## src/rtl/deserializer.sv

```systemverilog
// I2S ADC deserializer: synchronizes BCLK/ADCLRCK/ADCDAT into CLOCK_50 and captures signed left/right samples.
// Optional mono down-mix when DESERIALIZER_MONO_EN is defined.
module deserializer #(
    parameter int DATA_WIDTH  = 16,
    parameter int SYNC_STAGES = 2
) (
    input  logic                         CLOCK_50,
    input  logic                         RESET,
    input  logic                         BCLK,
    input  logic                         ADCLRCK,
    input  logic                         ADCDAT,
    output logic signed [DATA_WIDTH-1:0] leftSample,
    output logic signed [DATA_WIDTH-1:0] rightSample,
    output logic                         sampleValid,
    output logic                         frameError
);

    localparam int CNT_W = $clog2(DATA_WIDTH + 1);
    localparam logic [CNT_W-1:0] CNT_FULL = CNT_W'(DATA_WIDTH);
    localparam logic [CNT_W-1:0] CNT_LAST = CNT_W'(DATA_WIDTH - 1);

    typedef enum logic [1:0] {
        WAIT_SYNC,
        LEFT,
        RIGHT
    } state_t;

    logic [SYNC_STAGES-1:0]        bclk_sync;
    logic [SYNC_STAGES-1:0]        lrck_sync;
    logic [SYNC_STAGES-1:0]        dat_sync;
    logic                          bclk_s;
    logic                          lrck_s;
    logic                          dat_s;
    logic                          bclk_prev_p0;
    logic                          lrck_prev_p0;
    logic                          bit_evt;
    logic                          boundary;
    state_t                        state;
    logic [CNT_W-1:0]              bit_cnt;
    logic signed [DATA_WIDTH-1:0]  shift_reg;
    logic signed [DATA_WIDTH-1:0]  left_hold;
    logic                          vld_p0;

`ifdef DESERIALIZER_MONO_EN
    // Average of the two channels; the extra sum bit keeps the add from overflowing.
    function automatic logic signed [DATA_WIDTH-1:0] mono_mix(
        input logic signed [DATA_WIDTH-1:0] l,
        input logic signed [DATA_WIDTH-1:0] r
    );
        logic signed [DATA_WIDTH:0] sum;
        sum = $signed({l[DATA_WIDTH-1], l}) + $signed({r[DATA_WIDTH-1], r});
        return sum[DATA_WIDTH:1];
    endfunction
`endif

    assign bclk_s   = bclk_sync[SYNC_STAGES-1];
    assign lrck_s   = lrck_sync[SYNC_STAGES-1];
    assign dat_s    = dat_sync[SYNC_STAGES-1];
    assign bit_evt  = bclk_s & ~bclk_prev_p0;
    assign boundary = lrck_s ^ lrck_prev_p0;

    always_ff @(posedge CLOCK_50) begin
        if (RESET) begin
            bclk_sync    <= '0;
            lrck_sync    <= '0;
            dat_sync     <= '0;
            bclk_prev_p0 <= 1'b0;
            lrck_prev_p0 <= 1'b0;
            state        <= WAIT_SYNC;
            bit_cnt      <= '0;
            shift_reg    <= '0;
            left_hold    <= '0;
            vld_p0       <= 1'b0;
            leftSample   <= '0;
            rightSample  <= '0;
            sampleValid  <= 1'b0;
            frameError   <= 1'b0;
        end else begin
            // All three lines share one synchronizer depth so they stay aligned
            bclk_sync    <= {bclk_sync[SYNC_STAGES-2:0], BCLK};
            lrck_sync    <= {lrck_sync[SYNC_STAGES-2:0], ADCLRCK};
            dat_sync     <= {dat_sync[SYNC_STAGES-2:0], ADCDAT};
            bclk_prev_p0 <= bclk_s;
            frameError   <= 1'b0;
            vld_p0       <= 1'b0;

            if (bit_evt) begin
                lrck_prev_p0 <= lrck_s;
                unique case (state)
                    WAIT_SYNC: begin
                        if (boundary && !lrck_s) begin
                            bit_cnt <= '0;
                            state   <= LEFT;
                        end
                    end
                    LEFT: begin
                        if (boundary) begin
                            if (bit_cnt == CNT_FULL) begin
                                left_hold <= shift_reg;
                                bit_cnt   <= '0;
                                state     <= RIGHT;
                            end else begin
                                frameError <= 1'b1;
                                state      <= WAIT_SYNC;
                            end
                        end else if (bit_cnt != CNT_FULL) begin
                            shift_reg <= {shift_reg[DATA_WIDTH-2:0], dat_s};
                            bit_cnt   <= bit_cnt + 1'b1;
                        end
                    end
                    RIGHT: begin
                        if (boundary) begin
                            frameError <= (bit_cnt != CNT_FULL);
                            bit_cnt    <= '0;
                            state      <= LEFT;
                        end else if (bit_cnt != CNT_FULL) begin
                            shift_reg <= {shift_reg[DATA_WIDTH-2:0], dat_s};
                            bit_cnt   <= bit_cnt + 1'b1;
                            vld_p0    <= (bit_cnt == CNT_LAST);
                        end
                    end
                    default: state <= WAIT_SYNC;
                endcase
            end

            // Output stage: one cycle after the last right bit lands in shift_reg
            sampleValid <= vld_p0;
            if (vld_p0) begin
`ifdef DESERIALIZER_MONO_EN
                leftSample  <= mono_mix(left_hold, shift_reg);
                rightSample <= mono_mix(left_hold, shift_reg);
`else
                leftSample  <= left_hold;
                rightSample <= shift_reg;
`endif
            end
        end
    end

endmodule
```

## config.mk

```make
export PLATFORM = sky130hd
export DESIGN_NAME = deserializer
export DESIGN_NICKNAME = d
export VERILOG_FILES = /design/src/rtl/deserializer.sv
export SDC_FILE = /design/constraint.sdc
export NUM_CORES = 1
export LEC_CHECK = 0
export CORE_UTILIZATION = 58
export DETAILED_ROUTE_END_ITERATION = 6
export HOLD_SLACK_MARGIN = 0.12
export PLACE_DENSITY = 0.89
export SLEW_MARGIN = 40
export SYNTH_ARGS = -nofsm -noshare
export SYNTH_HDL_FRONTEND = slang
export SYNTH_SLANG_ARGS = --single-unit
```

## constraint.sdc

```tcl
create_clock -name CLOCK_50 -period 3.6 [get_ports CLOCK_50]
set_input_delay 0.9 -clock CLOCK_50 [delete_from_list [all_inputs] [get_ports CLOCK_50]]
set_output_delay 0.9 -clock CLOCK_50 [all_outputs]
set_load 0.01 [all_outputs]
```

-- Yosys cells after proc, flatten, opt, wreduce, memory -nomap -nowiden
Cells that the tools add are included.
- bits in registers: 82
- input bits: 5
- reductions and logical operators: 11
- add/sub/neg operators: 1
- bitwise operators: 7
- mux-type cells: 15
- equality and inequality tests: 9
- operators by type and width (cell ; number):
    2-to-1 mux 5 bit ; 5
    AND reduction 4 bit ; 4
    one-hot mux 5 bit (3 select lines) ; 1
    2-to-1 mux 2 bit ; 4
    inequality test 2 bit (second input constant) ; 3
    one-hot mux 2 bit (3 select lines) ; 1
    adder 5 x 1 -> 5 bit (second input constant) ; 1
    equality test 5 x 4 -> 1 bit (second input constant) ; 1
    equality test 5 bit (second input constant) ; 1
    inequality test 5 bit (second input constant) ; 1
    NOT 1 bit ; 5
    OR reduction 5 bit ; 1
    OR reduction 2 bit ; 2
    2-to-1 mux 1 bit ; 3
    inequality test 3 bit (second input constant) ; 1
    nonzero test 3 bit ; 1
    equality test 2 x 1 -> 1 bit (second input constant) ; 1
    equality test 2 bit (second input constant) ; 1
    logical NOT 2 bit ; 1
    one-hot mux 1 bit (2 select lines) ; 1
    bitwise AND 1 bit ; 1
    logical AND 1 bit ; 1
    logical NOT 1 bit ; 1
    bitwise XOR 1 bit ; 1

-- Longest topological paths before layout
- depth after elaboration: 4
- depth in mapped cells: 9

-- Worst setup path before layout
OpenSTA, ideal clock, no wires.
- path kind: input-to-reg
- start: input RESET
- end: register left_hold[0]
- path buffers: 3
- path slack: 1689 ps
- stages on the path: 4
- arrival time: 1784 ps
- setup time: 128 ps
- cell sequence: clkbuf_1 -> clkbuf_1 -> clkbuf_1 -> nor2_1
- RTL lines (item ; line ; text):
    start: declaration ; 8 ; input logic RESET,
    end signal: assignment ; 99 ; left_hold <= shift_reg;
    end: declaration ; 41 ; logic signed [DATA_WIDTH-1:0] left_hold;
No word-level cell between the ends.

-- Worst setup path in the final report
- start: register bit_cnt[0]
- end: register left_hold[1]
- cells in the longest elaborated chain, start to end: 2
- RTL lines (item ; line ; text):
    start: declaration ; 39 ; logic [CNT_W-1:0] bit_cnt;
    start signal: assignment ; 108 ; bit_cnt <= bit_cnt + 1'b1;
    start signal: assignment ; 118 ; bit_cnt <= bit_cnt + 1'b1;
    equality test 5 bit ; 98 ; if (bit_cnt == CNT_FULL) begin
    AND reduction 4 bit (no source line) ; -- ;
No other way between the ends.
A chain may end at the register's enable or synchronous reset.

==> impl_metrics.json <==
{
  "setup_viol": 0,
  "worstSetupStartpointType": "flop",
  "io_buffers": 38,
  "power_density_nw_per_um2": 442,
  "placementRows": 26,
  "cts_tree": "built",
  "yosysMostFrequentCell": "dfxtp_1",
  "rsz0062_at_grt": "false",
  "remaining_drc_errors": 0,
  "fin_ws_ps": 1380,
  "grt_pass1_vias": 1909,
  "synth_cells": 295,
  "tns_ps": 0,
  "place_ws_ps": 1390,
  "die_area_sq_um": 5600,
  "place_area_sq_um": 3490,
  "track_usage_pct": 21.1,
  "status": "finished clean",
  "cp.arrival_ps": 2430,
  "fill_cells": 391,
  "vias_per_cell": 5.15,
  "power.share.clock_pct": 42.7,
  "min_period_over_period_pct": 61.8,
  "ir_drop_uv": 356,
  "ctsResizeCount": 0,
  "clock-sinks": 82,
  "grt_overflow": 0,
  "slew_headroom_pct": 50.7,
  "clk_latency_ps": 340,
  "syn_avg_cell_area_sq_um": 10.4,
  "seq_area_frac_synth_pct": 53.3,
  "yosys_warnings": 0,
  "seqPwrFrac_pct": 55.6,
  "place_congestion": 0.809,
  "switching_share_pct": 19.5,
  "cts.clk_slew.worst_paths_ps": 70,
  "finalNonFillerCells": 403,
  "cap_violations": 0,
  "grt_start_max_net_pins": 50,
  "dpl.cell_count": 388,
  "numCtsBuffers": 9,
  "io_pins": 39,
  "drt-initial-drc-count": 50,
  "synthArstFlopShare_pct": 0,
  "wire_per_inst_um": 13.2,
  "antenna_found_initial": 0,
  "hold_slack_ps": 447,
  "start_util_pct": 60.3,
  "endpoint_kind": "flop",
  "power_mw": 1.64,
  "grt_pass1_wl_um": 8780,
  "ys_ff_latch": 82,
  "leakage_nw": 1.41,
  "drv_slew": 0,
  "dpl.hpwl_um": 3510,
  "synth_flop_cell": "dfxtp_1",
  "coreArea_sq_um": 5110,
  "synth_top_area_share_pct": 53.3,
  "antenna_cells": 0,
  "drive_gt1_share_pct": 6.31,
  "die_w_um": 74.8,
  "synth.area.top_cells": "dfxtp_1 53%, mux2i_1 21%, nor2_1 8.2%",
  "crit_type": "reg2reg",
  "synth-edff-count": 0,
  "synth.net_count": 308,
  "fin_area_sq_um": 3700,
  "dr.pass1.iters": 4,
  "power.net_switching_mw": 0.320,
  "syn_area_sq_um": 3080,
  "htree_levels": 3,
  "dieHeight_um": 74.8,
  "synth.distinct_cells": 29,
  "fin_crit_ps": 2220,
  "cts_hold_buf": 0,
  "ctsLongestPathBuffers": 2,
  "comb_power_share_pct": 1.7,
  "hold_violations": 0,
  "wl_um": 5310,
  "vias": 2077,
  "antenna_left": 0,
  "worst_slew_pin_slew_ps": 737,
  "hold_path.class": "reg2reg",
  "postCtsSetupBuffers": 0,
  "skew_ps": 7.71,
  "cp.required_ps": 3810,
  "fin_util_pct": 72.5,
  "cts_root_buf": "clkbuf_8",
  "synth_commonest_cells": "82 x dfxtp_1, 67 x nor2_1, 64 x mux2i_1",
  "fmax_mhz": 450,
  "area_growth_pct": 20.3,
  "synth_top_area_cell": "dfxtp_1",
  "p_int_mw": 1.32,
  "nNetsFinal": 342,
  "path_max_fanout": 16
}
## power by group through the flow
stage / logic, mW / registers, mW / clock network [mW]
3_3_place_gp: 0.0274 / 0.932 / 0
4_1_cts: 0.0275 / 0.910 / 0.714
2_1_floorplan: 0.0189 / 0.932 / 0
6_report: 0.0275 / 0.910 / 0.698
3_5_place_dp: 0.0275 / 0.932 / 0
5_1_grt: 0.0303 / 0.910 / 0.753
## metal layers
| metal | GRT usage [%] | share of wire, % | up-vias |
|---|---|---|---|
| met5 | 0 | 0 | - |
| met4 | 11.9 | 2.6 | 0 |
| met3 | 4.02 | 2.9 | 11 |
| met2 | 33.0 | 46 | 39 |
| met1 | 27.5 | 49 | 972 |
| li1 | - | - | 1055 |
## critical path: stages, from the launching register on
cell	delay, ps
dfxtp_1	350
inv_1	70
ha_1	120
nor4bb_1	260
buf_4	210
nand4b_2	610
mux2i_1	400
nor2_1	70
## logic make-up (layout without fill, tap and decap cells)
group	count (synthesis)	after routing	share of synthesized area [%]
AOI/OAI and AO/OA	13	13	2.89
adders and majority gates	8	8	3.25
buffers and inverters	27	65	4.31
DFF	82	82	53.3
muxes	65	65	21.2
and+or+nand+nor	100	100	15.0
## area by class of cell
class                           instances  area (sq um)  area share (%)
Inverter                                9          33.8           0.912
Sequential cell                        82          1650            44.4
Multi-Input combinational cell        186          1300            35.2
Clock buffer                           14           184            4.97
Timing Repair Buffer                   41           418            11.3
Clock inverter                          1          30.0           0.811
Tap cell                               70          87.6            2.37
## worst paths after layout
path | from | to | slack, ps | cells after the start
hold reg to reg | lrck_sync[0] | lrck_sync[1] | 450 | 1
setup reg to reg | bit_cnt[0] | left_hold[1] | 1380 | 7
hold / removal | lrck_sync[0] | lrck_sync[1] | 450 | 1
setup / recovery | bit_cnt[0] | left_hold[1] | 1380 | 7
## cells in the final DEF, fill, tap and decap left out, drive strengths merged, types with 2 or more instances in the layout
cell / netlist / final
nand2: 6 / 6
and3: 3 / 3
buf: 8 / 4
inv: 9 / 9
mux2i: 64 / 64
o32ai: 3 / 3
clkbuf: 10 / 14
a21oi: 2 / 2
nor2b: 10 / 10
nand3: 3 / 3
nand2b: 5 / 5
a31oi: 2 / 2
clkdlybuf4s50: 0 / 37
ha: 8 / 8
nor2: 67 / 67
dfxtp: 82 / 82
o21ai: 2 / 2
(Power assumes the default switching activity.)
